File: src/rtl/priority_arbiter_pkg_v.sv
// Shared definitions for the registered priority arbiter: FSM state encoding
// and a constant log2 helper used to size the grant index.
package priority_arbiter_pkg_v;

    typedef enum logic {
        ST_IDLE  = 1'b0,
        ST_GRANT = 1'b1
    } state_t;

    // Ceiling log2, evaluated at elaboration time for port sizing.
    function automatic int clog2(input int value);
        int result;
        result = 0;
        for (int i = 0; i < 32; i++) begin
            if ((64'd1 << i) < 64'(value)) begin
                result = i + 1;
            end
        end
        return result;
    endfunction

endpackage

File: src/rtl/priority_sel_v.sv
// Combinational rotating selector: scans vec from ptr downward with wrap
// (ptr, ptr-1, ..., 0, N-1, ..., ptr+1) and reports the first set bit.
module priority_sel_v
    import priority_arbiter_pkg_v::*;
#(
    parameter  int N = 8,
    localparam int W = clog2(N)
) (
    input  logic [N-1:0] vec,
    input  logic [W-1:0] ptr,
    output logic [W-1:0] idx,
    output logic [N-1:0] onehot,
    output logic         hit
);

    int         start_idx;
    int         cand;
    logic [W-1:0] cand_w;
    logic [W-1:0] win;

    always_comb begin
        // An out-of-range pointer can only arise for non-power-of-two N; clamp it.
        start_idx = (int'(ptr) < N) ? int'(ptr) : N - 1;
        hit       = 1'b0;
        win       = '0;
        cand      = 0;
        cand_w    = '0;
        for (int i = 0; i < N; i++) begin
            cand   = (start_idx >= i) ? (start_idx - i) : (start_idx + N - i);
            cand_w = W'(cand);
            if (!hit && vec[cand_w]) begin
                hit = 1'b1;
                win = cand_w;
            end
        end
        idx    = win;
        onehot = hit ? (N'(1) << win) : '0;
    end

endmodule

File: src/rtl/priority_arbiter_v.sv
// Registered priority arbiter with hold/advance handshake. Define
// PRIORITY_ARBITER_RR_EN for rotating priority; otherwise highest index wins.
module priority_arbiter_v
    import priority_arbiter_pkg_v::*;
#(
    parameter  int N = 8,
    localparam int W = clog2(N)
) (
    input  logic         i_clk,
    input  logic         i_rst,
    input  logic [N-1:0] i_code,
    input  logic         i_advance,
    output logic [W-1:0] o_code,
    output logic [N-1:0] o_onehot,
    output logic         o_valid
);

    state_t       state;
    state_t       state_nxt;
    logic [W-1:0] code_nxt;
    logic [N-1:0] onehot_nxt;

    logic [N-1:0] sel_vec;
    logic [W-1:0] sel_ptr;
    logic [W-1:0] sel_idx;
    logic [N-1:0] sel_onehot;
    logic         sel_hit;

    logic advance_take;
    logic withdrawn;

    // Advance wins over a simultaneous withdrawal of the granted bit.
    assign advance_take = (state == ST_GRANT) && i_advance;
    assign withdrawn    = (state == ST_GRANT) && !i_advance && !(|(i_code & o_onehot));

    // On advance the just-served source is masked out of the re-selection.
    assign sel_vec = advance_take ? (i_code & ~o_onehot) : i_code;

`ifdef PRIORITY_ARBITER_RR_EN
    logic [W-1:0] ptr;
    logic [W-1:0] ptr_dec;

    // Modulo-N decrement; the 0 -> N-1 wrap must not rely on power-of-two N.
    assign ptr_dec = (o_code == '0) ? W'(N - 1) : (o_code - W'(1));
    assign sel_ptr = advance_take ? ptr_dec : ptr;

    always_ff @(posedge i_clk or posedge i_rst) begin
        if (i_rst) begin
            ptr <= W'(N - 1);
        end else begin
            ptr <= sel_ptr;
        end
    end
`else
    assign sel_ptr = W'(N - 1);
`endif

    priority_sel_v #(
        .N (N)
    ) u_sel (
        .vec    (sel_vec),
        .ptr    (sel_ptr),
        .idx    (sel_idx),
        .onehot (sel_onehot),
        .hit    (sel_hit)
    );

    always_comb begin
        state_nxt  = state;
        code_nxt   = o_code;
        onehot_nxt = o_onehot;
        case (state)
            ST_IDLE: begin
                if (sel_hit) begin
                    state_nxt  = ST_GRANT;
                    code_nxt   = sel_idx;
                    onehot_nxt = sel_onehot;
                end
            end
            ST_GRANT: begin
                // A held request keeps its grant even if higher priorities arrive.
                if (advance_take || withdrawn) begin
                    if (sel_hit) begin
                        code_nxt   = sel_idx;
                        onehot_nxt = sel_onehot;
                    end else begin
                        state_nxt  = ST_IDLE;
                        code_nxt   = '0;
                        onehot_nxt = '0;
                    end
                end
            end
            default: begin
                state_nxt  = ST_IDLE;
                code_nxt   = '0;
                onehot_nxt = '0;
            end
        endcase
    end

    always_ff @(posedge i_clk or posedge i_rst) begin
        if (i_rst) begin
            state    <= ST_IDLE;
            o_code   <= '0;
            o_onehot <= '0;
        end else begin
            state    <= state_nxt;
            o_code   <= code_nxt;
            o_onehot <= onehot_nxt;
        end
    end

    assign o_valid = (state == ST_GRANT);

endmodule

File: config.mk
export PLATFORM = sky130hd
export DESIGN_NAME = priority_arbiter_v
export DESIGN_NICKNAME = d
export VERILOG_FILES = /design/src/rtl/priority_arbiter_pkg_v.sv /design/src/rtl/priority_sel_v.sv /design/src/rtl/priority_arbiter_v.sv
export SDC_FILE = /design/constraint.sdc
export NUM_CORES = 1
export LEC_CHECK = 0
export ABC_AREA = 1
export ABC_CLOCK_PERIOD_IN_PS = 1900
export CORE_MARGIN = 1
export CORE_UTILIZATION = 46
export CTS_CLUSTER_SIZE = 8
export DETAILED_ROUTE_END_ITERATION = 12
export GPL_TIMING_DRIVEN = 1
export PLACE_DENSITY = 0.76
export SETUP_SLACK_MARGIN = 0.4
export SYNTH_ARGS = -nofsm -noshare
export SYNTH_HDL_FRONTEND = slang
export SYNTH_SLANG_ARGS = --single-unit
File: constraint.sdc
create_clock -name i_clk -period 1.9 [get_ports i_clk]
set_clock_uncertainty 0.05 [all_clocks]
set_input_delay 0.19 -clock i_clk [delete_from_list [all_inputs] [get_ports i_clk]]
set_output_delay 0.19 -clock i_clk [all_outputs]
set_load 0.1 [all_outputs]
; Word level (Yosys, flattened, before mapping)
; Index checks and enable logic that the tools add are counted.
[word_totals]
ff_bits = 12
output_inout_bits = 12
[op_classes]
n_eq_ne = 2
shift = 1
mux = 28
n_bitwise = 4
n_reduce_logical = 22
[ops]
columns = cell, n
row1 = $mux W3, 11
row2 = $mux W8, 4
row3 = $and A8 B8 Y8, 2
row4 = $pmux W8 S2, 1
row5 = $logic_and A1 B1 Y1, 10
row6 = $mux W1, 10
row7 = $logic_not A1 Y1, 9
row8 = $not A8 Y8, 1
row9 = $reduce_or A8 Y1, 1
row10 = $shl A1 B3 Y8 const A, 1
row11 = $pmux W3 S2, 1
row12 = $ne A2 B1 Y1 const B, 1
row13 = $ne A2 B2 Y1 const B, 1
row14 = $pmux W1 S2, 1
row15 = $reduce_and A2 Y1, 1
row16 = $logic_or A1 B1 Y1, 1
row17 = $not A1 Y1, 1

; Longest topological paths before layout
[depth]
depth_word = 29
depth_mapped = 9

; Cells and area by module
; From an unflattened synthesis, not the netlist that was laid out.
[unflattened]
hier_cells = 278
area_unflattened_um2 = 1611.5
[modules_own_cells]
columns = module, instances, cells_each, area_per_inst_um2, seq_area_each_um2
row1 = priority_sel_v, 1, 180, 939.7, 0.0
row2 = priority_arbiter_v, 1, 98, 671.9, 300.3

; Worst setup path after synthesis
; No wires, ideal clock.
[synth_path]
kind = reg-to-reg
start = reg state, in the netlist o_valid
end = reg o_onehot[1]
setup_time_ns = 0.068
arrival_ns = 2.067
slack_ns = -0.285
stages_incl_launch_ff = 10
path_buffers = 1
cell_sequence = dfrtp_1 -> nand3_1 -> nand2_2 -> nand2_4 -> nor2_8 -> nand4_4 -> o21ai_2 -> buf_6 -> nand3_1 -> nand2_1
[synth_via]
elab_chain_cells = 28
[synth_lines]
columns = item, line_no
row1 = start: declaration, priority_arbiter_v.sv:18  ; state_t state;
row2 = start signal: assignment, priority_arbiter_v.sv:107  ; state <= state_nxt;
row3 = $logic_and A1 B1 Y1, priority_arbiter_v.sv:33  ; assign advance_take = (state == ST_GRANT) && i_advance;
row4 = $mux W8, priority_arbiter_v.sv:37  ; assign sel_vec = advance_take ? (i_code & ~o_onehot) : i_code;
row5 = $mux W1, priority_sel_v.sv:31  ; if (!hit && vec[cand_w]) begin
row6 = $logic_not A1 Y1, priority_sel_v.sv:31
row7 = $logic_and A1 B1 Y1, priority_sel_v.sv:31
row8 = $mux W1, priority_sel_v.sv:31
row9 = $logic_not A1 Y1, priority_sel_v.sv:31
row10 = $logic_and A1 B1 Y1, priority_sel_v.sv:31
row11 = (+12 left out), --
row12 = $mux W1, priority_sel_v.sv:31
row13 = $logic_not A1 Y1, priority_sel_v.sv:31
row14 = $logic_and A1 B1 Y1, priority_sel_v.sv:31
row15 = $mux W3, priority_sel_v.sv:31
row16 = $shl A1 B3 Y8, priority_sel_v.sv:37  ; onehot = hit ? (N'(1) << win) : '0;
row17 = $mux W8, priority_arbiter_v.sv:83  ; if (sel_hit) begin
row18 = $mux W8, priority_arbiter_v.sv:82  ; if (advance_take || withdrawn) begin
row19 = $pmux W8 S2, priority_arbiter_v.sv:72  ; case (state)
row20 = end signal: assignment, priority_arbiter_v.sv:109  ; o_onehot <= onehot_nxt;
row21 = end: declaration, priority_arbiter_v.sv:14  ; output logic [N-1:0] o_onehot,
; Several ways; a longest one is shown, not always the timed one. The select of a mux whose other input is x is not followed.
; A chain may end at the register's enable or synchronous reset.

; Worst setup path after layout
; Same ends and word-level chain as after synthesis.

==> results.py <==
metrics = {
    "placement": {
        "dpl_worst_slack_ps": -59.5,
        "hpwl_mm": 1.53,
        "placed_cell_area_um2": 1090,
        "placed_cells": 149,
        "i_o_buffers": 22,
        "place_congestion": 0.858,
    },
    "routing": {
        "detailedRoute.firstPassIterationCount": 6,
        "num_vias": 860,
        "drt-total-wl_mm": 2.24,
        "drt_drc_violations_left": 0,
        "route.antenna.remaining_nets": 0,
        "detail_route.wl_per_cell_um": 14.3,
        "detail_route.vias_per_cell": 5.51,
        "first_iter_violations": 34,
    },
    "pwr": {
        "sw_frac_of_total_pct": 53.7,
        "static-leakage-power_nw": 0.593,
        "ir_worst_vdd_mv": 0.911,
        "seq_power_share_pct": 27.7,
        "power_mw": 1.36,
        "clockPowerShare_pct": 14.3,
        "power_per_cell_area_nw_per_um2": 1140,
        "switchingPower_mw": 0.733,
        "p_int_mw": 0.631,
        "power_frac_comb_pct": 58.0,
    },
    "global_route": {
        "grt_pass1_vias": 783,
        "grt_antenna_before_repair": 0,
        "grt_overflow": 0,
        "grt_first_pass_wirelength_mm": 3.39,
        "grt_start_max_net_pins": 13,
        "gr_util_all_layers_pct": 24.4,
    },
    "clock_tree": {
        "insertion_delay_ps": 270,
        "cts.clk_slew.worst_paths_ps": 70,
        "clk_root_buffer_cell": "clkbuf_4",
        "htree_levels": 1,
        "cts_tree": "yes",
        "cts_made_buffers": 3,
        "holdBufCountCts": 0,
        "number_of_clock_sinks": 12,
        "cts_max_path_buffers": 2,
    },
    "critical_path": {
        "critical_path.endpoint_type": "flip-flop",
        "worst_path_max_delay_cell": "dfrtp_4",
        "r2r-end": "o_onehot[1]",
        "timing.critical_path.max_delay_family": "flip-flops",
        "regToRegSetupSlack_ps": 280,
        "dominant_cell_type_by_count_on_the_critical_path": "nand2_2",
        "timing.critical_path.fanout_max": 7,
        "r2r-start": "o_valid",
        "cp_cell_sequence": "nand2_2, o21ai_4, inv_2, a21oi_2, nand2_2, inv_1, nand4_1, nand2_1",
        "reg2reg_depth": 8,
        "crit_required_ps": 2050,
        "worst-endpoint-arrival_ps": 1770,
        "worstPathBufferInverterCount": 2,
        "path_class": "reg -> reg",
        "worst_path_largest_cell_delay_ps": 480,
        "cp-start-kind": "flip-flop",
    },
    "final_layout": {
        "seq_area_um2": 327,
        "finalNonFillerCells": 156,
        "post_route_cells_drive_above_1_share_pct": 41.4,
        "syn_to_final_growth_pct": 48.4,
        "postLayoutCellArea_um2": 1200,
        "final.fill_count": 115,
        "final_core_utilization_pct": 76.0,
        "multiInputGateArea_um2": 493,
        "fin_nets": 152,
        "diodes": 0,
    },
    "sta": {
        "slew_violations": 0,
        "layout_worst_path_cycle_share_pct": 85.3,
        "worst_setup_slack_final_ps": 280,
        "clock.fmax_mhz": 617,
        "setup-violations-final": 0,
        "worst_pin_slew_ps": 439,
        "fin_setup_tns_ps": 0,
        "maxSlewHeadroom_pct": 70.7,
        "hold_slack_ps": 166,
        "layout_min_cycle_time_ps": 1620,
        "number_of_hold_violations_in_the_final_report": 0,
        "grt_setup_unrepaired": "true",
    },
    "synth": {
        "synth_flop_cell": "dfrtp_1",
        "synth_most_common_cell": "nand2_1",
        "synth-seq-cells": 12,
        "yosys.area.top_type_share_pct": 37.2,
        "synth.cells.most_frequent": "nand2_1, nand3_1, inv_1, dfrtp_1",
        "nets_in_the_synthesized_netlist": 120,
        "synth_cell_type_count": 20,
        "synthArstFlopShare_pct": 100,
        "yosysSeqAreaShare_pct": 37.2,
        "synthesis.area_per_instance_um2": 7.40,
        "syn-instance-count": 109,
        "post_synthesis_cell_area_um2": 807,
        "top_area_cells_in_the_synthesized_netlist": "dfrtp_1, nand2_1, nand3_1",
        "synthesis_warning_total": 0,
        "post_synth_edffs": 0,
        "synth_top_cell_by_area": "dfrtp_1",
    },
    "outcome": {
        "outcome": "finished, final reports clean",
    },
    "run": {
        "drv.max_cap_violation_count": 0,
    },
    "die": {
        "row_count": 14,
        "die_area_um2": 1930,
        "coreArea_um2": 1580,
        "design.portCount": 23,
        "fp.dieW_um": 43.9,
        "initial_core_utilization_pct": 51.2,
        "die_outline_height_um": 43.9,
    },
    "worst_hold_path": {
        "hp-class": "in -> async",
    },
}
-- registers in the layout, summed over array words and instances (netlist names) --
register / count
o_code: 3
o_onehot: 8
o_valid: 1
-- cells in the final DEF, fill, tap and decap left out, types with 3 or more instances in the layout --
master,n
nand2_4,3
inv_1,16
dfrtp_2,3
dfrtp_4,6
dfrtp_1,3
nand3_2,5
buf_4,18
clkbuf_4,3
clkdlybuf4s50_1,9
nand2_1,25
nand4_1,5
nand3_1,17
nand2_2,6
-- layout make-up --
cell class | instances | share of cell area (%)
inverters | 18 | 5.64
clock buffers | 4 | 3.03
multi-input cells | 77 | 41.2
flip-flops and latches | 12 | 27.3
well taps | 16 | 1.67
repair buffers | 29 | 21.2
-- kinds of logic after synthesis --
logic type / Yosys count / synth area share, %
AOI/OAI and AO/OA: 10 / 8.53
buffers and inverters: 20 / 10.7
DFF: 12 / 37.2
and+or+nand+nor: 67 / 43.6
-- worst max path at each step --
stage,slack [ps],end,startpoint,cells past startpoint
after floorplan,190,o_code[0],o_valid,9
after global placement,-50,o_onehot[4],i_advance,11
after detailed placement,-60,o_onehot[4],i_advance,11
after CTS,330,o_onehot[2],o_valid,9
after global routing,180,o_onehot[5],o_valid,8
final,280,o_onehot[1],o_valid,8
-- worst register-to-register path: stages (launching register included) --
cell     delay, ps
dfrtp_4        480
nand2_2        120
o21ai_4        250
inv_2          100
a21oi_2        190
nand2_2        130
inv_1           90
nand4_1         80
nand2_1         80
-- power groups by stage --
stage                     Clock [mW]  Sequential [mW]  Combinational (mW)
after floorplan                    0            0.758               0.198
after global placement             0            0.379               0.741
after CTS                      0.201            0.377               0.753
after detailed placement           0            0.381               0.744
after global routing           0.213            0.386               0.833
final                          0.195            0.378               0.791
-- repair_timing --
item,in CTS,in global routing
endpoints found under the hold margin,0,0
resized for setup,4,12
setup buffers,1,2
pin swaps,2,4
cloned,0,0
endpoints found under the setup margin,11,11
-- layer usage --
metal / vias to the layer above / global-route usage [%] / share of wire, %
met5: - / 0 / 0
met4: 0 / 11.5 / 2.9
met3: 6 / 1.67 / 3.9
met2: 33 / 40.6 / 51
met1: 403 / 32.4 / 42
li1: 418 / - / -
Power figures use the tool's default switching activity.
